==> src/rtl/sparse_block_scheduler.sv <==
// Sparse block read scheduler: scans a latched per-block valid bitmap,
// skips invalid blocks at one cycle each and issues BLOCK_WIDTH read
// addresses per valid block over a req/ready handshake, optionally
// repeating the final address of each block once (row padding).
module sparse_block_scheduler #(
    parameter int NUM_BLOCK   = 16,
    parameter int BLOCK_WIDTH = 10,
    parameter int ADDR_WIDTH  = 8,
    parameter int BLK_W       = 4,
    parameter int CNT_W       = 5
) (
    input  logic                  clk,
    input  logic                  rst_n,
    input  logic                  clk_en,
    input  logic                  start,
    input  logic [NUM_BLOCK-1:0]  valid_mask,
    input  logic [ADDR_WIDTH-1:0] base_addr,
    input  logic                  pad_en,
    output logic                  rd_req,
    output logic [ADDR_WIDTH-1:0] rd_addr,
    input  logic                  rd_ready,
    output logic                  blk_last,
    output logic [BLK_W-1:0]      blk_idx,
    output logic [CNT_W-1:0]      skip_cnt,
    output logic                  busy,
    output logic                  done
);

    localparam int OFF_W = $clog2(BLOCK_WIDTH);
    localparam logic [OFF_W-1:0]      OFF_LAST = OFF_W'(BLOCK_WIDTH - 1);
    localparam logic [BLK_W-1:0]      BLK_LAST = BLK_W'(NUM_BLOCK - 1);
    localparam logic [ADDR_WIDTH-1:0] BW_A     = ADDR_WIDTH'(BLOCK_WIDTH);

    typedef enum logic [1:0] {
        IDLE  = 2'd0,
        SCAN  = 2'd1,
        ISSUE = 2'd2,
        DONE  = 2'd3
    } state_t;

    state_t                  state, state_n;
    logic [NUM_BLOCK-1:0]    mask_q, mask_n;
    logic [ADDR_WIDTH-1:0]   base_q, base_n;
    logic                    pad_q, pad_n;
    logic [BLK_W-1:0]        blk_q, blk_n;
    logic [CNT_W-1:0]        skip_q, skip_n;
    logic [OFF_W-1:0]        off_q, off_n;
    logic                    pad_done_q, pad_done_n;
    logic                    is_last;

    // Final issue of a block: last offset, and the padded repeat already sent if padding is on.
    always_comb begin
        is_last = (off_q == OFF_LAST) && (!pad_q || pad_done_q);
    end

    // State and datapath registers; everything freezes while clk_en is low.
    always_ff @(posedge clk or negedge rst_n) begin
        if (!rst_n) begin
            state      <= IDLE;
            mask_q     <= '0;
            base_q     <= '0;
            pad_q      <= 1'b0;
            blk_q      <= '0;
            skip_q     <= '0;
            off_q      <= '0;
            pad_done_q <= 1'b0;
        end else if (clk_en) begin
            state      <= state_n;
            mask_q     <= mask_n;
            base_q     <= base_n;
            pad_q      <= pad_n;
            blk_q      <= blk_n;
            skip_q     <= skip_n;
            off_q      <= off_n;
            pad_done_q <= pad_done_n;
        end
    end

    // Next-state and next-datapath logic for the scan/issue sequencer.
    always_comb begin
        state_n    = state;
        mask_n     = mask_q;
        base_n     = base_q;
        pad_n      = pad_q;
        blk_n      = blk_q;
        skip_n     = skip_q;
        off_n      = off_q;
        pad_done_n = pad_done_q;
        unique case (state)
            IDLE: begin
                if (start) begin
                    mask_n     = valid_mask;
                    base_n     = base_addr;
                    pad_n      = pad_en;
                    blk_n      = '0;
                    skip_n     = '0;
                    off_n      = '0;
                    pad_done_n = 1'b0;
                    state_n    = SCAN;
                end
            end
            SCAN: begin
                if (mask_q[blk_q]) begin
                    off_n      = '0;
                    pad_done_n = 1'b0;
                    state_n    = ISSUE;
                end else begin
                    skip_n = skip_q + CNT_W'(1);
                    if (blk_q == BLK_LAST) state_n = DONE;
                    else                   blk_n   = blk_q + BLK_W'(1);
                end
            end
            ISSUE: begin
                if (rd_ready) begin
                    if (is_last) begin
                        if (blk_q == BLK_LAST) begin
                            state_n = DONE;
                        end else begin
                            blk_n   = blk_q + BLK_W'(1);
                            state_n = SCAN;
                        end
                    end else if (off_q != OFF_LAST) begin
                        off_n = off_q + OFF_W'(1);
                    end else begin
                        // offset holds so the same final address is reissued once
                        pad_done_n = 1'b1;
                    end
                end
            end
            DONE: begin
                state_n = IDLE;
            end
            default: state_n = IDLE;
        endcase
    end

    // Outputs decoded from registered state; address wraps modulo 2^ADDR_WIDTH.
    always_comb begin
        rd_req   = (state == ISSUE);
        rd_addr  = '0;
        if (state == ISSUE)
            rd_addr = base_q + ADDR_WIDTH'(blk_q) * BW_A + ADDR_WIDTH'(off_q);
        blk_last = (state == ISSUE) && is_last;
        blk_idx  = blk_q;
        skip_cnt = skip_q;
        busy     = (state == SCAN) || (state == ISSUE);
        done     = (state == DONE);
    end

endmodule

==> config.mk <==
export PLATFORM = sky130hd
export DESIGN_NAME = sparse_block_scheduler
export DESIGN_NICKNAME = d
export VERILOG_FILES = /design/src/rtl/sparse_block_scheduler.sv
export SDC_FILE = /design/constraint.sdc
export NUM_CORES = 1
export LEC_CHECK = 0
export CAP_MARGIN = 25
export CORE_ASPECT_RATIO = 0.9
export CORE_MARGIN = 1.5
export CORE_UTILIZATION = 36
export DETAILED_ROUTE_END_ITERATION = 10
export PLACE_DENSITY = 0.6
export SYNTH_ARGS = -nofsm -noshare
export SYNTH_HDL_FRONTEND = slang
export SYNTH_SLANG_ARGS = --single-unit
==> constraint.sdc <==
create_clock -name clk -period 3.4 [get_ports clk]
set_input_delay 0.85 -clock clk [delete_from_list [all_inputs] [get_ports clk]]
set_output_delay 0.85 -clock clk [all_outputs]
set_load 0.005 [all_outputs]
==> results.yml, run 1 <==
place:
  hpwl_um: 3860
  placed_cells: 378
  port_buffers: 50
  place_area_um2: 3250
  place.gp.congestion: 0.731
route:
  drc: 0
  wire_per_inst_um: 14.5
  routed_wl_um: 5710
  ant_nets: 0
  routed_via_density: 4.96
  dr.pass1.iters: 4
  drtIter0Drc: 62
  vias: 1961
status:
  violations: "negative setup slack"
  outcome: "complete, but fails checks"
logic_synthesis:
  synthTopCellsByArea: "dfrtp_1 40%, mux2_2 13%, ha_1 11%, fa_1 3.9%, nor2_1 2.4%"
  synthArstFlopShare: 1.00
  synth_edf_count: 0
  yosys.area.top_type_share: 0.403
  synth_area_um2: 2540
  muxShareOfSynthArea: 0.162
  ys_ff_latch: 41
  synth_most_common_cell: "dfrtp_1"
  synth-simple-area-share: 0.112
  ys_seq_area_frac: 0.403
  synthFlopType: "dfrtp_1"
  synth_compound_area_frac: 0.112
  synth_cells: 230
  ys_types: 39
  synth_xor_area_frac: 0.0275
  syn_avg_cell_area_um2: 11.1
  synth_largest_area_cell: "dfrtp_1"
  yosys_warnings: 0
  synthAdderAreaFrac: 0.147
  synth_nets: 287
  yosys-top-cells-count: "41 x dfrtp_1, 29 x mux2_2, 22 x ha_1"
  synth_top_family_by_area: "multiplexers"
timing:
  final_max_slew_viol_count: 0
  final.min_clock_period_ps: 3700
  tightest_slew_ps: 494
  skew_ps: 4.12
  post-route-period-util: 1.09
  hold_viol_final: 0
  setup_viol_count_final: 3
  max_freq_mhz: 270
  max-slew-margin-rel: 0.670
  setup_slack_ps: -297
  rsz0062_at_grt: "true"
layout:
  fill_cells: 601
  final_nets: 361
  final_cell_area_um2: 3590
  n_antenna_cell: 0
  final_cells: 395
  areaGrowthSynthToFinish_pct: 41.2
  layout-drive-gt1-share: 0.321
worst_setup_path:
  crit_slowest_cell: "fa_2"
  path_delay_family: "adder cells"
  cp_num_buf_inv: 2
  cp_slowest_stage_delay_ps: 550
  cp_cell_sequence: "ha_4 > ha_4 > fa_2 > ha_4 > ha_4 > inv_2 > a21oi_2 > o21a_1 > nor3_1 > nor3b_2 > buf_2"
  r2r_start: "blk_idx[0]"
  arrival_ps: 2850
  endpoint_kind: "primary output"
  crit_start: "blk_idx[3]"
  rrSetupSlack_ps: 860
  cp_max_fo: 2
  start_kind: "flop"
  required_ps: 2550
  worstSetupPathType: "flop to primary output"
  crit_top_cell: "ha_4"
global_route:
  grt_use_total: 0.158
  grt_first_pass_wirelength_um: 9330
  grt-ovfl-total: 0
  antenna_found_initial: 0
  grt_pass1_vias: 1995
  grt_max_degree: 42
floorplan:
  die_w_um: 91.6
  rows: 28
  core_um2: 6690
  ioPinCount: 51
  die_h_um: 82.8
  initial_core_util: 0.380
  die_area_um2: 7580
clock_tree:
  clock_path_buffers: 2
  cts_buffers: 5
  clk_latency_ps: 290
  hold_buffers: 0
  cts_tree: "done"
  htree_levels: 2
  clkTransAtPathRegs_ps: 80
  root_buffer: "clkbuf_8"
  cts_sinks: 41
power:
  power.leakage_nw: 1.59
  powerDensity_nw_per_um2: 1030
  vdd_drop_max_uv: 353
run:
  maxCapViolCount: 0
worst_hold_path:
  hold_path_class: "input pin to async pin"
==> stage by stage <==
step | utilization | worst slack (ps) | setup TNS (ps) | power, mW | hold WS (ps)
2_1_floorplan | - | 38.7 | 0 | 2.07 | 474
4_1_cts | 0.515 | -295 | -627 | 3.38 | 512
5_1_grt | 0.537 | -431 | -1040 | 4.04 | 516
6_report | 0.537 | -297 | -616 | 3.71 | 505
3_3_place_gp | 0.485 | -442 | -1020 | 2.72 | 483
3_5_place_dp | 0.485 | -496 | -1180 | 2.76 | 493
==> power breakdown <==
group	internal [mW]	switching, mW
combinational	1.34	1.10
clock	0.239	0.172
sequential	0.705	0.156
==> placed cells by master (no fill, tap or decap), types with 2 or more instances in the layout <==
cell type,netlist,final
xnor2_1,5,4
xor2_1,3,3
fa_2,0,2
and2_1,3,3
nand2_1,15,15
mux2i_1,4,4
a22o_1,2,2
mux4_2,2,2
a21oi_1,8,5
buf_2,1,5
nor2_1,16,16
o21a_1,2,2
nand2b_1,2,2
a31o_2,2,2
buf_4,0,18
o22ai_2,3,3
nor3_1,5,5
clkdlybuf4s50_1,0,43
inv_1,15,14
and3_1,3,3
mux2_2,29,29
nand4_1,2,2
nand3_1,8,8
a21oi_4,0,2
a21o_1,4,4
fa_1,5,3
buf_12,0,2
dfrtp_1,41,40
ha_4,0,8
clkbuf_8,0,6
o31ai_1,3,3
o21ai_1,2,3
o21ai_0,6,3
ha_1,22,13
buf_6,1,4
o21ai_2,0,2
==> cells by family after synthesis <==
kind of cell / after synthesis
simple gates: 60
flops: 41
compound gates: 37
mux: 35
fa+ha+maj: 27
buf+inv: 22
xor+xnor: 8
==> sequential cells by signal, summed over array words and instances (netlist names) <==
signal / flops
pad_done_q: 1
base_q: 8
state: 2
pad_q: 1
mask_q: 16
blk_idx: 4
off_q: 4
skip_cnt: 5
==> repair_timing <==
item	CTS	global route
resized for setup	30	21
setup buffers	5	3
endpoints found under the setup margin	6	6
gates cloned	0	0
pin swaps	11	14
==> per-layer routing <==
layer,global-route usage,share of wire,up-vias
li1,-,-,963
met1,0.206,0.46,948
met2,0.266,0.49,44
met3,0.0302,0.036,6
met4,0.0516,0.011,0
met5,0,0,-
==> final cells by class <==
type	count	area (µm²)	share of cell area
repair buffers	74	693	0.193
clock inverters	2	37.5	0.0104
inverters	15	56.3	0.0157
multi-input cells	167	1580	0.441
well taps	90	113	0.0313
clock buffers	6	82.6	0.0230
flip-flops and latches	41	1030	0.286
==> worst paths after layout <==
path / to / cells past startpoint
worst min register to register: mask_q[13] / 1
worst max register to register: blk_idx[2] / 8
max in group asynchronous: blk_idx[0] / 2
worst min-delay path: skip_cnt[2] / 2
min in group clk: mask_q[13] / 1
worst max-delay path: rd_addr[7] / 11
(Power assumes the default switching activity.)
==> run 2, diff against run 1 <==
--- a/config.mk
+++ b/config.mk
@@ -10,7 +10,9 @@
 export CORE_MARGIN = 1.5
 export CORE_UTILIZATION = 36
 export DETAILED_ROUTE_END_ITERATION = 10
-export PLACE_DENSITY = 0.6
+export DONT_BUFFER_PORTS = 1
+export PLACE_DENSITY = 0.5
+export SLEW_MARGIN = 20
 export SYNTH_ARGS = -nofsm -noshare
 export SYNTH_HDL_FRONTEND = slang
 export SYNTH_SLANG_ARGS = --single-unit
==> run 2 against run 1 <==
  * The flow still finishes with violations (negative setup slack)
  * Clock power grew 13%
  * Non-clock buffer count shrank 62
  * Setup slack gained 120 ps
  * Clock skew grew 1.1 ps
  * Cell area shrank 18%
  * Sequential share of layout area grew 6.3 points
  * Core utilization shrank 9.7 points
  * Sequential power grew 1%
  * Register-to-register slack lost 20 ps
  * Via count shrank 13%
  * Combinational power shrank 26%
  * Critical path type unchanged
  * Largest cell class unchanged
  * Largest power group unchanged
==> results.yml, run 2 (synthesized netlist as in run 1, its figures left out) <==
timing:
  setup_viol_count_final: 2
  skew_ps: 5.23
  timing.hold.ws_ps: 247
  final.min_clock_period_ps: 3580
  rsz0062_at_grt: "true"
  final_max_slew_viol_count: 0
  hold_viol_final: 0
  setup_slack_ps: -180
  max-slew-margin-rel: 0.523
  tightest_slew_ps: 707
  post-route-period-util: 1.05
  max_freq_mhz: 279
clock_tree:
  htree_levels: 2
  root_buffer: "clkbuf_8"
  cts_sinks: 41
  clkTransAtPathRegs_ps: 80
  cts_tree: "done"
  clock_path_buffers: 2
  clk_latency_ps: 290
  hold_buffers: 0
  cts_buffers: 5
run:
  maxCapViolCount: 0
power:
  power.leakage_nw: 1.30
  powerDensity_nw_per_um2: 1070
  p_sw_frac: 0.393
  seqPwrFrac: 0.277
  p_int_mw: 1.91
  comb_power_share: 0.575
  net-switching-power_mw: 1.24
  power_mw: 3.15
  vdd_drop_max_uv: 331
  pwr-share-clk: 0.148
global_route:
  grt-ovfl-total: 0
  antenna_found_initial: 0
  grt_use_total: 0.148
  grt_first_pass_wirelength_um: 8630
  grt_pass1_vias: 1720
  grt_max_degree: 42
layout:
  largest_register: "mask_q"
  largest_reg_flops: 16
  n_antenna_cell: 0
  fin_util: 0.440
  final_nets: 299
  layout-drive-gt1-share: 0.305
  final_cells: 333
  final_cell_area_um2: 2940
  mostFrequentLayoutCells: "41 x dfrtp_1, 29 x mux2_2, 16 x nor2_1, 16 x ha_1, 15 x nand2_1"
  final_common_cell: "dfrtp_1"
  areaGrowthSynthToFinish_pct: 15.6
worst_setup_path:
  endpoint_kind: "primary output"
  arrival_ps: 2730
  crit_start: "blk_idx[1]"
  worstSetupPathType: "flop to primary output"
  cp_max_fo: 2
  start_kind: "flop"
  required_ps: 2550
  r2r_start: "blk_idx[0]"
status:
  outcome: "complete, but fails checks"
  violations: "negative setup slack"
route:
  ant_nets: 0
  wire_per_inst_um: 16.0
  drtIter0Drc: 62
  dr.pass1.iters: 4
  routed_via_density: 5.12
  routed_wl_um: 5330
  vias: 1706
  drc: 0
place:
  hpwl_um: 3830
  place.gp.congestion: 0.727
  port_buffers: 0
  placed_cells: 321
  place_area_um2: 2690
floorplan:
  ioPinCount: 51
  rows: 28
  initial_core_util: 0.380
  die_h_um: 82.8
  core_um2: 6690
  die_area_um2: 7580
  die_w_um: 91.6
worst_hold_path:
  hold_path_class: "input pin to async pin"
[run 2: cell count changes in the layout (fill, tap and decap cells not counted), sizes merged]
cell           previous run  this run
buf                      29        12
bufinv                    1         2
clkbuf                    7         5
clkdlybuf4s50            43         0
clkinv                    0         1
clkinvlp                  1         0
dlymetal6s2s              1         0
[run 2: path summary, 6_finish.rpt]
kind | end | slack [ps] | cells past startpoint
max | rd_addr[7] | -180 | 10
min | mask_q[0] | 250 | 0
max reg2reg | blk_idx[2] | 840 | 8
min reg2reg | mask_q[1] | 510 | 1
max in group asynchronous | state[0] | 3070 | 0
min in group clk | mask_q[1] | 510 | 1
[run 2: metal layers]
layer	routed length, µm	GRT usage	vias to the layer above
met5	0	0	-
met4	30	0.0375	0
met3	387	0.0586	2
met2	2420	0.240	41
met1	2490	0.186	827
li1	-	-	836
[run 2: timing repair]
item / CTS / global route
resized for setup: 8 / 9
pin swaps: 8 / 7
setup buffers: 1 / 3
endpoints found under the setup margin: 3 / 3
[run 2: stage by stage]
step | worst slack, ps | TNS, ps
floorplan | 38.7 | 0
global placement | 34.0 | 0
detailed placement | -17.4 | -17.4
CTS | -265 | -498
global route | -283 | -498
finish | -180 | -225
[run 2: final cells by class]
type,count,area (µm²)
Inverter,15,56.3
Multi-Input combinational cell,167,1520
Timing Repair Buffer,12,90.1
Clock buffer,5,68.8
Fill cell,643,3750
Tap cell,90,113
Sequential cell,41,1030
Clock inverter,3,65.1
[run 2: critical path, stage by stage, from the launching register on]
cell     delay [ps]
dfrtp_1         420
ha_4            260
ha_4            160
fa_1            550
ha_4            220
ha_4            270
inv_2            40
a21oi_2         110
o21a_1          170
nor3_2           50
nor3b_2         210
[run 2: power groups by stage]
stage                     Combinational (mW)  Clock (mW)  Sequential, mW
final                                   1.81       0.465           0.872
after global placement                  1.52           0           0.872
after global routing                    2.01       0.512           0.906
after floorplan                         1.23           0           0.844
after detailed placement                1.54           0           0.873
after CTS                               1.69       0.487           0.863
==> run 3, diff against run 2 <==
--- a/config.mk
+++ b/config.mk
@@ -12,6 +12,7 @@
 export DETAILED_ROUTE_END_ITERATION = 10
 export DONT_BUFFER_PORTS = 1
 export PLACE_DENSITY = 0.5
+export REMOVE_ABC_BUFFERS = 1
 export SLEW_MARGIN = 20
 export SYNTH_ARGS = -nofsm -noshare
 export SYNTH_HDL_FRONTEND = slang
==> run 3 against run 2 <==
  * The run still ends with negative setup slack left
  * First-iteration DRC count decreased by 52%
  * Register-to-register slack better by 20 ps
  * Die area stayed put
  * Clock power about the same
  * Total power is 0.15% lower
  * Final cell count up 2.1%
  * Via count increased by 2.1%
  * Highest routed layer unchanged
==> results.yml, run 3 (synthesized netlist as in run 1, its figures left out) <==
status:
  outcome: "complete, but fails checks"
  violations: "negative setup slack"
power:
  comb_power_share: 0.577
  vdd_drop_max_uv: 473
  net-switching-power_mw: 1.21
  powerDensity_nw_per_um2: 1060
  pwr-share-clk: 0.149
  p_sw_frac: 0.385
  p_int_mw: 1.93
  power.leakage_nw: 1.34
  seqPwrFrac: 0.274
global_route:
  grt_max_degree: 42
  grt_use_total: 0.147
  antenna_found_initial: 0
  grt_first_pass_wirelength_um: 8470
  grt-ovfl-total: 0
  grt_pass1_vias: 1665
clock_tree:
  clk_latency_ps: 300
  htree_levels: 2
  cts_buffers: 5
  cts_tree: "done"
  root_buffer: "clkbuf_8"
  clock_path_buffers: 2
  cts_sinks: 41
  hold_buffers: 0
  clkTransAtPathRegs_ps: 80
timing:
  setup_slack_ps: -284
  post-route-period-util: 1.08
  final.min_clock_period_ps: 3680
  tns_ps: -359
  setup_viol_count_final: 3
  rsz0062_at_grt: "true"
  max-slew-margin-rel: 0.519
  max_freq_mhz: 271
  final_max_slew_viol_count: 0
  timing.hold.ws_ps: 242
  skew_ps: 5.20
  tightest_slew_ps: 714
  hold_viol_final: 0
layout:
  fill_cells: 629
  areaGrowthSynthToFinish_pct: 16.8
  multi_input_area_um2: 1500
  final_common_cell: "dfrtp_1"
  fin_util: 0.444
  final_nets: 306
  largest_reg_flops: 16
  area.sequential_um2: 1030
  final_cells: 340
  largest_register: "mask_q"
  mostFrequentLayoutCells: "41 x dfrtp_1, 29 x mux2_2, 18 x ha_1, 18 x buf_4, 16 x nor2_1"
  n_antenna_cell: 0
  layout-drive-gt1-share: 0.316
worst_hold_path:
  hold_path_class: "input pin to async pin"
place:
  pre_cts_slack_ps: -126
  placed_cells: 328
  port_buffers: 0
  hpwl_um: 3920
  place.gp.congestion: 0.712
route:
  dr.pass1.iters: 4
  routed_via_density: 5.12
  drc: 0
  drtIter0Drc: 30
  ant_nets: 0
  wire_per_inst_um: 15.3
  vias: 1741
  routed_wl_um: 5210
floorplan:
  die_w_um: 91.6
  initial_core_util: 0.380
  die_h_um: 82.8
  core_um2: 6690
  rows: 28
  ioPinCount: 51
  die_area_um2: 7580
run:
  maxCapViolCount: 0
worst_setup_path:
  endpoint_kind: "primary output"
  start_kind: "flop"
  worst_r2r_path_depth: 8
  arrival_ps: 2830
  cp_max_fo: 2
  required_ps: 2550
  worstSetupPathType: "flop to primary output"
-- run 3: changes by cell type in the layout (fill, tap and decap cells not counted), sizes merged --
cell  before  now
buf       12   19
-- run 3: cell type report --
cell class	instances	area share
inverters	15	0.0189
multi-input cells	167	0.504
flip-flops and latches	41	0.345
well taps	90	0.0379
repair buffers	19	0.0493
clock buffers	5	0.0232
clock inverters	3	0.0219
-- run 3: what timing repair did --
item	in CTS	in global routing
cloned	0	0
gates resized for setup	12	4
setup buffers	2	2
pin swaps	5	8
setup endpoints to repair	3	3
-- run 3: stage by stage --
step | cell area [µm²] | power [mW]
floorplan | 2510 | 2.04
global placement | 2740 | 2.49
finish | 2970 | 3.14
detailed placement | 2740 | 2.51
global route | 2970 | 3.44
CTS | 2940 | 3.14
-- run 3: path summary, 6_finish.rpt --
check	startpoint	to	slack [ps]
worst max-delay path	blk_idx[1]	rd_addr[7]	-280
worst min-delay path	rst_n	off_q[2]	240
worst max register to register	blk_idx[0]	blk_idx[2]	860
worst min register to register	mask_q[14]	mask_q[14]	510
max in group asynchronous	rst_n	mask_q[1]	3060
min in group clk	mask_q[14]	mask_q[14]	510
-- run 3: critical path, stage by stage, from the launching register on --
cell and delay, ps:
dfrtp_1 390, ha_1 300, ha_2 190, fa_2 540
ha_4 200, ha_4 260, inv_2 30, a21oi_2 110
o21a_1 150, o21ai_1 60, nor3b_2 160, buf_4 150
-- run 3: power by group through the flow --
stage | Clock, mW | Sequential [mW] | Combinational (mW)
2_1_floorplan | 0 | 0.878 | 1.16
3_3_place_gp | 0 | 0.867 | 1.62
3_5_place_dp | 0 | 0.872 | 1.63
4_1_cts | 0.483 | 0.864 | 1.79
5_1_grt | 0.505 | 0.900 | 2.04
6_report | 0.468 | 0.860 | 1.81
-- run 3: per-layer routing --
metal | global-route usage | vias up | share of wire
met3 | 0.0522 | 5 | 0.069
met5 | 0 | - | 0
met2 | 0.216 | 36 | 0.45
li1 | - | 857 | -
met4 | 0.0469 | 0 | 0.010
met1 | 0.201 | 843 | 0.48
